===== config.mk =====
export PLATFORM = sky130hd
export DESIGN_NAME = bsg_mem_1r1w_sync_mask_clear
export DESIGN_NICKNAME = d
export VERILOG_FILES = /design/src/rtl/bsg_mem_1r1w_sync_mask_clear_pkg.sv /design/src/rtl/bsg_mem_init_sweeper.sv /design/src/rtl/bsg_mem_1r1w_sync_mask_clear.sv
export SDC_FILE = /design/constraint.sdc
export NUM_CORES = 1
export LEC_CHECK = 0
export CORE_ASPECT_RATIO = 2
export CORE_MARGIN = 5
export CORE_UTILIZATION = 45
export CTS_CLUSTER_DIAMETER = 80
export DETAILED_ROUTE_END_ITERATION = 8
export GPL_TIMING_DRIVEN = 0
export HOLD_SLACK_MARGIN = 0.15
export PLACE_DENSITY_LB_ADDON = 0.08
export SLEW_MARGIN = 20
export SYNTH_ARGS = -nofsm -noshare
export SYNTH_HDL_FRONTEND = slang
export SYNTH_SLANG_ARGS = --single-unit

===== constraint.sdc =====
create_clock -name clk_i -period 3.4 [get_ports clk_i]
set_clock_uncertainty 0.2 [all_clocks]
set_input_delay 0.68 -clock clk_i [delete_from_list [all_inputs] [get_ports clk_i]]
set_output_delay 0.68 -clock clk_i [all_outputs]
set_load 0.1 [all_outputs]

===== src/rtl/bsg_mem_1r1w_sync_mask_clear_pkg.sv =====
// Shared types and helpers for bsg_mem_1r1w_sync_mask_clear.
// The masked-merge helper works on a fixed maximum word width so both the
// write path and the forward path can share it for any width_p up to
// max_width_lp; callers zero-extend into it and truncate the result.
package bsg_mem_1r1w_sync_mask_clear_pkg;

    localparam int max_width_lp = 1024;

    typedef logic [max_width_lp-1:0] max_word_t;

    typedef enum logic {
        eClear,
        eReady
    } state_e;

    // Keep old bits where the expanded mask is 0, take new bits where it is 1.
    function automatic max_word_t masked_merge(input max_word_t old_word,
                                               input max_word_t new_word,
                                               input max_word_t bit_mask);
        return (old_word & ~bit_mask) | (new_word & bit_mask);
    endfunction

endpackage


===== src/rtl/bsg_mem_init_sweeper.sv =====
// Post-reset clear sequencer: walks every entry once, driving a zero-write
// enable and address, then parks in eReady and raises init_done_o.
module bsg_mem_init_sweeper
    import bsg_mem_1r1w_sync_mask_clear_pkg::*;
#(
    parameter int els_p         = 16,
    parameter int addr_width_lp = (els_p > 1) ? $clog2(els_p) : 1
) (
    input  logic                     clk_i,
    input  logic                     reset_i,
    output logic                     sweep_v_o,
    output logic [addr_width_lp-1:0] sweep_addr_o,
    output logic                     init_done_o
);

    localparam logic [addr_width_lp-1:0] last_addr_lp = addr_width_lp'(els_p - 1);

    state_e                   state_r;
    logic [addr_width_lp-1:0] count_r;

    // Sweep FSM: reset restarts from entry 0; the last entry's write moves to eReady.
    always_ff @(posedge clk_i) begin
        // NOTE: sequential state uses <= so every flop samples pre-edge values.
        if (reset_i) begin
            state_r <= eClear;
            count_r <= '0;
        end else if (state_r == eClear) begin
            if (count_r == last_addr_lp) begin
                state_r <= eReady;
                count_r <= '0;
            end else begin
                count_r <= count_r + addr_width_lp'(1);
            end
        end
    end

    // Zero-writes only happen in cycles where reset is released.
    assign sweep_v_o    = (state_r == eClear) && !reset_i;
    assign sweep_addr_o = count_r;
    assign init_done_o  = (state_r == eReady);

endmodule


===== src/rtl/bsg_mem_1r1w_sync_mask_clear.sv =====
// 1R1W RAM with registered read, per-segment write mask and zero-clear
// sweep after reset. Word width must not exceed max_width_lp of the package.
// Optional macro BSG_MEM_1R1W_SYNC_FWD_EN: when defined, a same-cycle,
// same-address read returns the freshly merged word (write-first); when
// undefined the read returns the word before the write (read-first).
module bsg_mem_1r1w_sync_mask_clear
    import bsg_mem_1r1w_sync_mask_clear_pkg::*;
#(
    // width_p and els_p are expected to be overridden by every instance.
    parameter int width_p       = 32,
    parameter int els_p         = 16,
    parameter int mask_width_p  = 1,
    parameter int addr_width_lp = (els_p > 1) ? $clog2(els_p) : 1,
    parameter int seg_width_lp  = width_p / mask_width_p
) (
    input  logic                     clk_i,
    input  logic                     reset_i,
    output logic                     init_done_o,
    input  logic                     w_v_i,
    input  logic [addr_width_lp-1:0] w_addr_i,
    input  logic [width_p-1:0]       w_data_i,
    input  logic [mask_width_p-1:0]  w_mask_i,
    input  logic                     r_v_i,
    input  logic [addr_width_lp-1:0] r_addr_i,
    output logic [width_p-1:0]       r_data_o,
    output logic                     r_v_o
);

    logic [width_p-1:0]       mem_r [els_p];
    logic                     sweep_v;
    logic [addr_width_lp-1:0] sweep_addr;
    logic [width_p-1:0]       bit_mask;
    logic [width_p-1:0]       merged_word;
    logic [width_p-1:0]       read_word;

    bsg_mem_init_sweeper #(
        .els_p         (els_p),
        .addr_width_lp (addr_width_lp)
    ) sweeper (
        .clk_i        (clk_i),
        .reset_i      (reset_i),
        .sweep_v_o    (sweep_v),
        .sweep_addr_o (sweep_addr),
        .init_done_o  (init_done_o)
    );

    // Expand each mask bit across its segment.
    always_comb begin
        // NOTE: default first so no path leaves bit_mask unassigned (no latch).
        bit_mask = '0;
        for (int i = 0; i < mask_width_p; i++) begin
            bit_mask[i*seg_width_lp +: seg_width_lp] = {seg_width_lp{w_mask_i[i]}};
        end
    end

    assign merged_word = width_p'(masked_merge(max_word_t'(mem_r[w_addr_i]),
                                               max_word_t'(w_data_i),
                                               max_word_t'(bit_mask)));

`ifdef BSG_MEM_1R1W_SYNC_FWD_EN
    // Write-first: a colliding write's merged word bypasses the array.
    assign read_word = (w_v_i && (w_addr_i == r_addr_i)) ? merged_word : mem_r[r_addr_i];
`else
    // Read-first: the array word as it stood before this cycle's write.
    assign read_word = mem_r[r_addr_i];
`endif

    // Storage: sweep zero-writes during eClear, masked user writes in eReady.
    always_ff @(posedge clk_i) begin
        // NOTE: the array has no reset; the sweep is what clears it.
        if (sweep_v) begin
            mem_r[sweep_addr] <= '0;
        end else if (init_done_o && w_v_i) begin
            mem_r[w_addr_i] <= merged_word;
        end
    end

    // Registered read port; reads are ignored until the sweep completes.
    always_ff @(posedge clk_i) begin
        if (reset_i) begin
            r_data_o <= '0;
            r_v_o    <= 1'b0;
        end else if (!init_done_o) begin
            r_v_o    <= 1'b0;
        end else begin
            r_v_o <= r_v_i;
            if (r_v_i) begin
                r_data_o <= read_word;
            end
        end
    end

endmodule


Yosys cells after proc, flatten, opt, wreduce, memory -nomap -nowiden

Memory sizes are Yosys's and may differ from the RTL's. A register that Yosys moved wholly into a read port is not among the register bits.
Cells that the tools add are included.

Add/subtract/negate cells: 1
Equality and inequality tests: 1
Muxes and demuxes: 11
Bitwise gates (word level): 5
Reduce and logical (&&, ||, !) cells: 6

Operators with widths:

| kind                                        | number |
|---|---|
| bitwise AND 32 bit                          | 2 |
| 2-to-1 mux 32 bit                           | 1 |
| inverter 32 bit                             | 1 |
| OR 32 bit                                   | 1 |
| OR reduction 32 bit                         | 1 |
| 2-to-1 mux 1 bit                            | 8 |
| 2-to-1 mux 4 bit                            | 2 |
| adder 4 x 1 -> 4 bit, second input constant | 1 |
| equality test 4 bit, second input constant  | 1 |
| logical AND 1 bit                           | 2 |
| AND reduction 2 bit                         | 1 |
| OR reduction 2 bit                          | 1 |
| zero test 1 bit                             | 1 |
| inverter 1 bit                              | 1 |

Bits in registers: 6
RAM bits: 512
Input bits: 45
Word-level logic and storage cells: 28
Memories kept: 1

Memory list:

| memory | depth | width | read ports | clocked after Yosys merged registers in | write ports | line                               | source |
|---|---|---|---|---|---|---|---|
| mem_r  | 16    | 32    | 2          | 1                                       | 1           | bsg_mem_1r1w_sync_mask_clear.sv:29 | `logic [width_p-1:0] mem_r [els_p];` |

Depth between registers and ports, before layout

Depth after elaboration: 6
Mapped depth: 8

Cells and area by module

Synthesis repeated with hierarchy kept, for this count alone.

Cells, all modules: 1,228
Area, all modules: 24,806.3 µm²

Modules (own cells, without submodules):

| module                       | times used | cells an instance | area each (µm²) | seq. area each (µm²) |
|---|---|---|---|---|
| bsg_mem_1r1w_sync_mask_clear | 1          | 1,205             | 24,588.6        | 16,035.4 |
| bsg_mem_init_sweeper         | 1          | 23                | 217.7           | 100.1 |

Worst setup path before layout

OpenSTA, ideal clock, no wires.

Kind: flip-flop to flip-flop
Start: register sweeper.state_r (netlist: sweeper.init_done_o)
End: memory mem_r[5][0] (enable)
Arrival time: 3,199 ps
Required time: 2,779 ps
Path slack: -420 ps
Cell stages (with the launch flop): 6
Period minus slack after synthesis: 3,820 ps
Cells stage by stage: dfxtp_1 -> and2_1 -> clkbuf_1 -> mux2i_1 -> nand2_1 -> nor2_1

Cells in the longest elaborated chain, start to end: 6
Elaborated cells between the ends (all ways): 11

RTL lines:

| what                                                           | line                                                           | source |
|---|---|---|
| start, declared                                                | bsg_mem_init_sweeper.sv:18                                     | `state_e state_r;` |
| start signal, assigned                                         | bsg_mem_init_sweeper.sv:25                                     | `state_r <= eClear;` |
| start signal, assigned                                         | bsg_mem_init_sweeper.sv:29                                     | `state_r <= eReady;` |
| logical AND 1 bit or inverter 1 bit (tied branches)            | bsg_mem_1r1w_sync_mask_clear.sv:73, bsg_mem_init_sweeper.sv:38 |  |
| 2-to-1 mux 1 bit or logical AND 1 bit (tied branches)          | bsg_mem_1r1w_sync_mask_clear.sv:73, bsg_mem_init_sweeper.sv:38 |  |
| 2-to-1 mux 1 bit                                               | bsg_mem_1r1w_sync_mask_clear.sv:71                             | `if (sweep_v) begin` |
| 2-to-1 mux 1 bit (implied by the code)                         | bsg_mem_1r1w_sync_mask_clear.sv:74                             | `mem_r[w_addr_i] <= merged_word;` |
| OR reduction 32 bit (no line)                                  | n/a                                                            |  |
| 2-to-1 mux 4 bit (no line) or 2-to-1 mux 1 bit (tied branches) | n/a                                                            |  |
| end, declared                                                  | bsg_mem_1r1w_sync_mask_clear.sv:29                             |  |

Parallel ways exist; a longest one is shown, timed or not.

Worst setup path in the final report

Start: input port w_addr_i[1]
End: memory mem_r[1][21] (enable)

Cells in the longest elaborated chain, start to end: 1

RTL lines:

| what                       | line                               | source |
|---|---|---|
| start, declared            | bsg_mem_1r1w_sync_mask_clear.sv:20 | `input logic [addr_width_lp-1:0] w_addr_i,` |
| 2-to-1 mux 4 bit (no line) | n/a                                |  |

Every way passes these cells.

==> results <==
- The flow ran to the end, but the final reports show violations.
- The final reports fail on negative setup slack.
- The share of the Yosys chip area taken by registers is 64.1%.
- The final clock period utilization by the worst path is 101%.
- The buffers plus inverters on the worst setup path is 3.
- The number of design-rule violations left by the first detailed-router iteration is roughly 1.4k.
- The clock network is responsible for 39.8% of the overall power.
- The clock passes through at most 3 buffers.
- The core area is 55400 µm².
- The overall overflow remaining after global route is 0.
- The total internal power is ~11 mW.
- In this run, synthesis inferred ~500 flip-flops with an integrated enable.
- In this design, the largest share of critical-path delay is due to buffers and inverters.
- For met3 alone, demand over resource in global routing was 3.22%.
- The first-pass GRT wire length is 118 mm.
- The number of vias after detailed routing is between 15k and 20k.
- The met1 layer usage reported by global route is approximately 34%.
- In the routed design, unresolved DRC markers number 0.
- The type of the tightest min-delay check is reg2reg.
- The count of maximum capacitance violations is 0.
- The worst setup path is launched from an input pin.
- The boundary pin count is 79.
- On the final layout, the worst hold slack is between 0.2 and 0.3 ns.
- In this run the number of H-tree levels came out at 2.
- Routability-driven placement finished with a final weighted congestion of about 0.8.
- After the last flow step, the layout net total stands at between 1.5k and 2k.
- The die extent in x is around 180 µm.
- The global routing usage summed across all routing layers is roughly 28%.
- For this configuration, the core starts out at a cell density of a little under half.
- The average instance in the mapped netlist occupies 18.3 µm².
- The setup slack of the most critical reg-to-reg path is 0.32 ns.
- The synthesized netlist contains 38 unique library cells.
- After global routing, the most crowded layer is met2.
- Net switching is 22.3% of the power.
- The most frequent cell on the critical path is clkbuf_1.
- The cell type with the highest aggregate area in the netlist is edfxtp_1.
- The initial antenna violation count came to 0.
- The commonest cells after synthesis are 512 x edfxtp_1, 172 x mux4_2, 136 x mux2i_1.
- The slew at the pin with the worst max-slew slack is 1.21 ns.
- The analysis attributes to net switching a power of roughly 3.1 mW.
- The share of Yosys cell area claimed by the top area cell type is about three fifths.
- The die area is a little over 60000 µm².
- Counting flops and latches in the post-synthesis netlist gives between 500 and 600.
- The maximum vdd ir drop is about 410 µV.
- The number of antenna diodes in the final layout is 0.
- The largest stage delay on the critical path is 0.83 ns.
- For this run, the detailed router's first-pass iteration total came to 5.
- STA classifies the critical path endpoint as a flip-flop.
- The via count of the first global-routing pass was ~16k.
- The post-synth net total is roughly 1.4k.
- The worst setup slack after layout is -0.0415 ns.
- Measured along the y axis, the die boundary spans between 300 and 400 µm.
- For the worst-skew pair, the clock arrives at the later sink with an insertion delay of around 0.60 ns.
- Combinational logic is responsible for about 7.5% of the overall power.
- After synthesis the cells add up to between 20000 and 30000 µm².
- By area the synthesized netlist is led by edfxtp_1 61%, mux4_2 15%, mux2i_1 5.4%, dfxtp_1 3.0%, mux2_2 2.8%.
- For the worst setup path, the data arrival time is around 3.6 ns.
- The analysis attributes to cell leakage a power of roughly 10 nW.
- The met2 track demand over resource is between 40% and 50%.
- In the final layout, the share of cells above drive strength 1 is 26.3%.
- The number of buffers added on ports is 73.
- The floorplan has about 120 rows.
- The path type of the worst setup path is in2reg.
- The signal on the critical path passes through clkbuf_1 > clkbuf_1 > nor3b_1 > a31oi_1 > nor2_4 > buf_16.
- The post-detailed-routing wire length is 84.5 mm.
- CTS placed an instance of clkbuf_16 at the clock tree root.
- The TritonCTS clock tree is done.
- The maximum fanout encountered on the critical timing path is 11.
- The number of CTS-inserted buffers is 49.
- The final hold violation count is 0.
- The mean routed wirelength per cell is between 30 and 40 µm.
- After detailed routing, the number of vias per cell comes to ~6.6.
- Setup violations remaining at the end of the flow were counted as roughly 120.
- The count of nets left with antenna violations once routing finished came out at 0.
- Entering global routing, the biggest net connects 18 pins.
- Of all flip-flops after synthesis, the portion carrying an async set or reset was 0%.
- Clock-pin slew was measured on the worst setup and hold paths at around 0.060 ns.
- The final max-slew violation count came to 0.
- Once detailed placement completed, the half-perimeter wirelength came to around 58 mm.
- The master of the slowest instance on the critical path is a31oi_1.
- After layout, the minimum clock period comes to approximately 3.4 ns.
- The headroom to the max-slew limit is 19.2%.
- The cell count after synthesis came out at around 1.4k.
- The most repeated cell in the gate-level netlist after synthesis is edfxtp_1.
- STA puts the critical path data required time at ~3.5 ns.
- The part of the power in registers is a little over half.
- Setup repair after global routing left no endpoint under its margin.
- Clock tree synthesis found a total of between 500 and 600 sinks.
- The count of yosys warnings during synthesis is 0.
- The total design power is roughly 14 mW.
- Dividing total power by cell area gives a power density of between 400 and 500 nW/µm².
- From synthesis to final layout, the design area changed by 16.9%.
- Derived from the worst setup path, the maximum achievable clock frequency is around 290 MHz.
- The most common flop cell mapped by yosys is edfxtp_1.
==> cell usage in the layout, fill, tap and decap left out, drive strengths merged, types with 12 or more instances in the layout <==
cell type      count
a221oi            62
a22oi             66
buf               79
clkbuf           145
clkdlybuf4s50     73
clkinv            12
dfxtp             38
edfxtp           512
mux2              63
mux2i            136
mux4             190
nand2             68
nor2              24
o21ai             65
==> power by group through the flow <==
stage	registers, mW	clock network [mW]	logic (mW)
5_1_grt	7.42	5.94	1.09
3_3_place_gp	7.57	0	0.994
6_report	7.42	5.62	1.06
2_1_floorplan	7.55	0	0.608
4_1_cts	7.42	5.70	1.06
3_5_place_dp	7.56	0	1.06
==> layout make-up <==
class	instances	area [µm²]
Buffer	114	609
Clock buffer	75	1470
Clock inverter	16	129
Fill cell	4440	26000
Inverter	2	7.51
Multi-Input combinational cell	710	8550
Sequential cell	550	16100
Tap cell	744	931
Timing Repair Buffer	109	1570
==> worst reg2reg max path: stages, from the launching register on <==
cell,delay [ns]
dfxtp_1,0.42
nand2_1,0.19
nor3b_2,0.64
clkbuf_1,0.75
a22oi_1,0.15
nand2_1,0.46
==> cells by family (layout without fill, tap and decap cells) <==
group                      after synthesis  in the layout  synth area share, %
AOI/OAI and AO/OA                      207            207                 5.93
xor gates and xnor gates                 1              1               0.0348
adders and majority gates                1              1               0.0497
buffers and inverters                  116            316                 2.41
DFF                                    550            550                 64.1
muxes                                  389            389                 25.5
and+or+nand+nor                        112            112                 1.93
==> per-layer routing <==
layer	routed length, µm	share of wire, %
met1	30900	37
met2	44200	52
met4	4460	5.3
met3	4970	5.9
met5	0	0
==> registers in the layout, indices dropped and copies added, names as in the netlist <==
register              flops
mem_r                   512
r_v_o                     1
r_data_o                 32
sweeper.init_done_o       1
sweeper.sweep_addr_o      4
==> per-stage QoR <==
step                util [%]  TNS [ns]  worst slack [ns]  cells  instance area, µm²
floorplan                  -   -153.66            -0.420   1376               25200
detailed placement      50.1   -533.42             -1.12   2223               27700
finish                  53.1     -1.67           -0.0415   2320               29400
global placement        48.4  -1869.33             -3.95   2193               26800
global route            53.1         0          0.000232   2320               29400
CTS                     53.0         0            0.0331   2318               29400
==> path summary, 6_finish.rpt <==
kind	cells past startpoint	from	end
setup / recovery	6	w_addr_i[1]	mem_r[1][21]
hold / removal	2	r_data_o[10]	r_data_o[10]
setup reg to reg	5	sweeper.init_done_o	mem_r[5][9]
hold reg to reg	2	r_data_o[10]	r_data_o[10]
==> repair_timing <==
| item | in CTS | in global routing |
|---|---|---|
| endpoints found under the hold margin | 0 | 0 |
| gates resized for setup | 2 | 3 |
| cloned | 0 | 0 |
| buffers inserted | 4 | 2 |
| setup endpoints to repair | 241 | 25 |
| pin swaps | 3 | 1 |
| hold buffers | 0 | 0 |
Power figures use the tool's default switching activity.
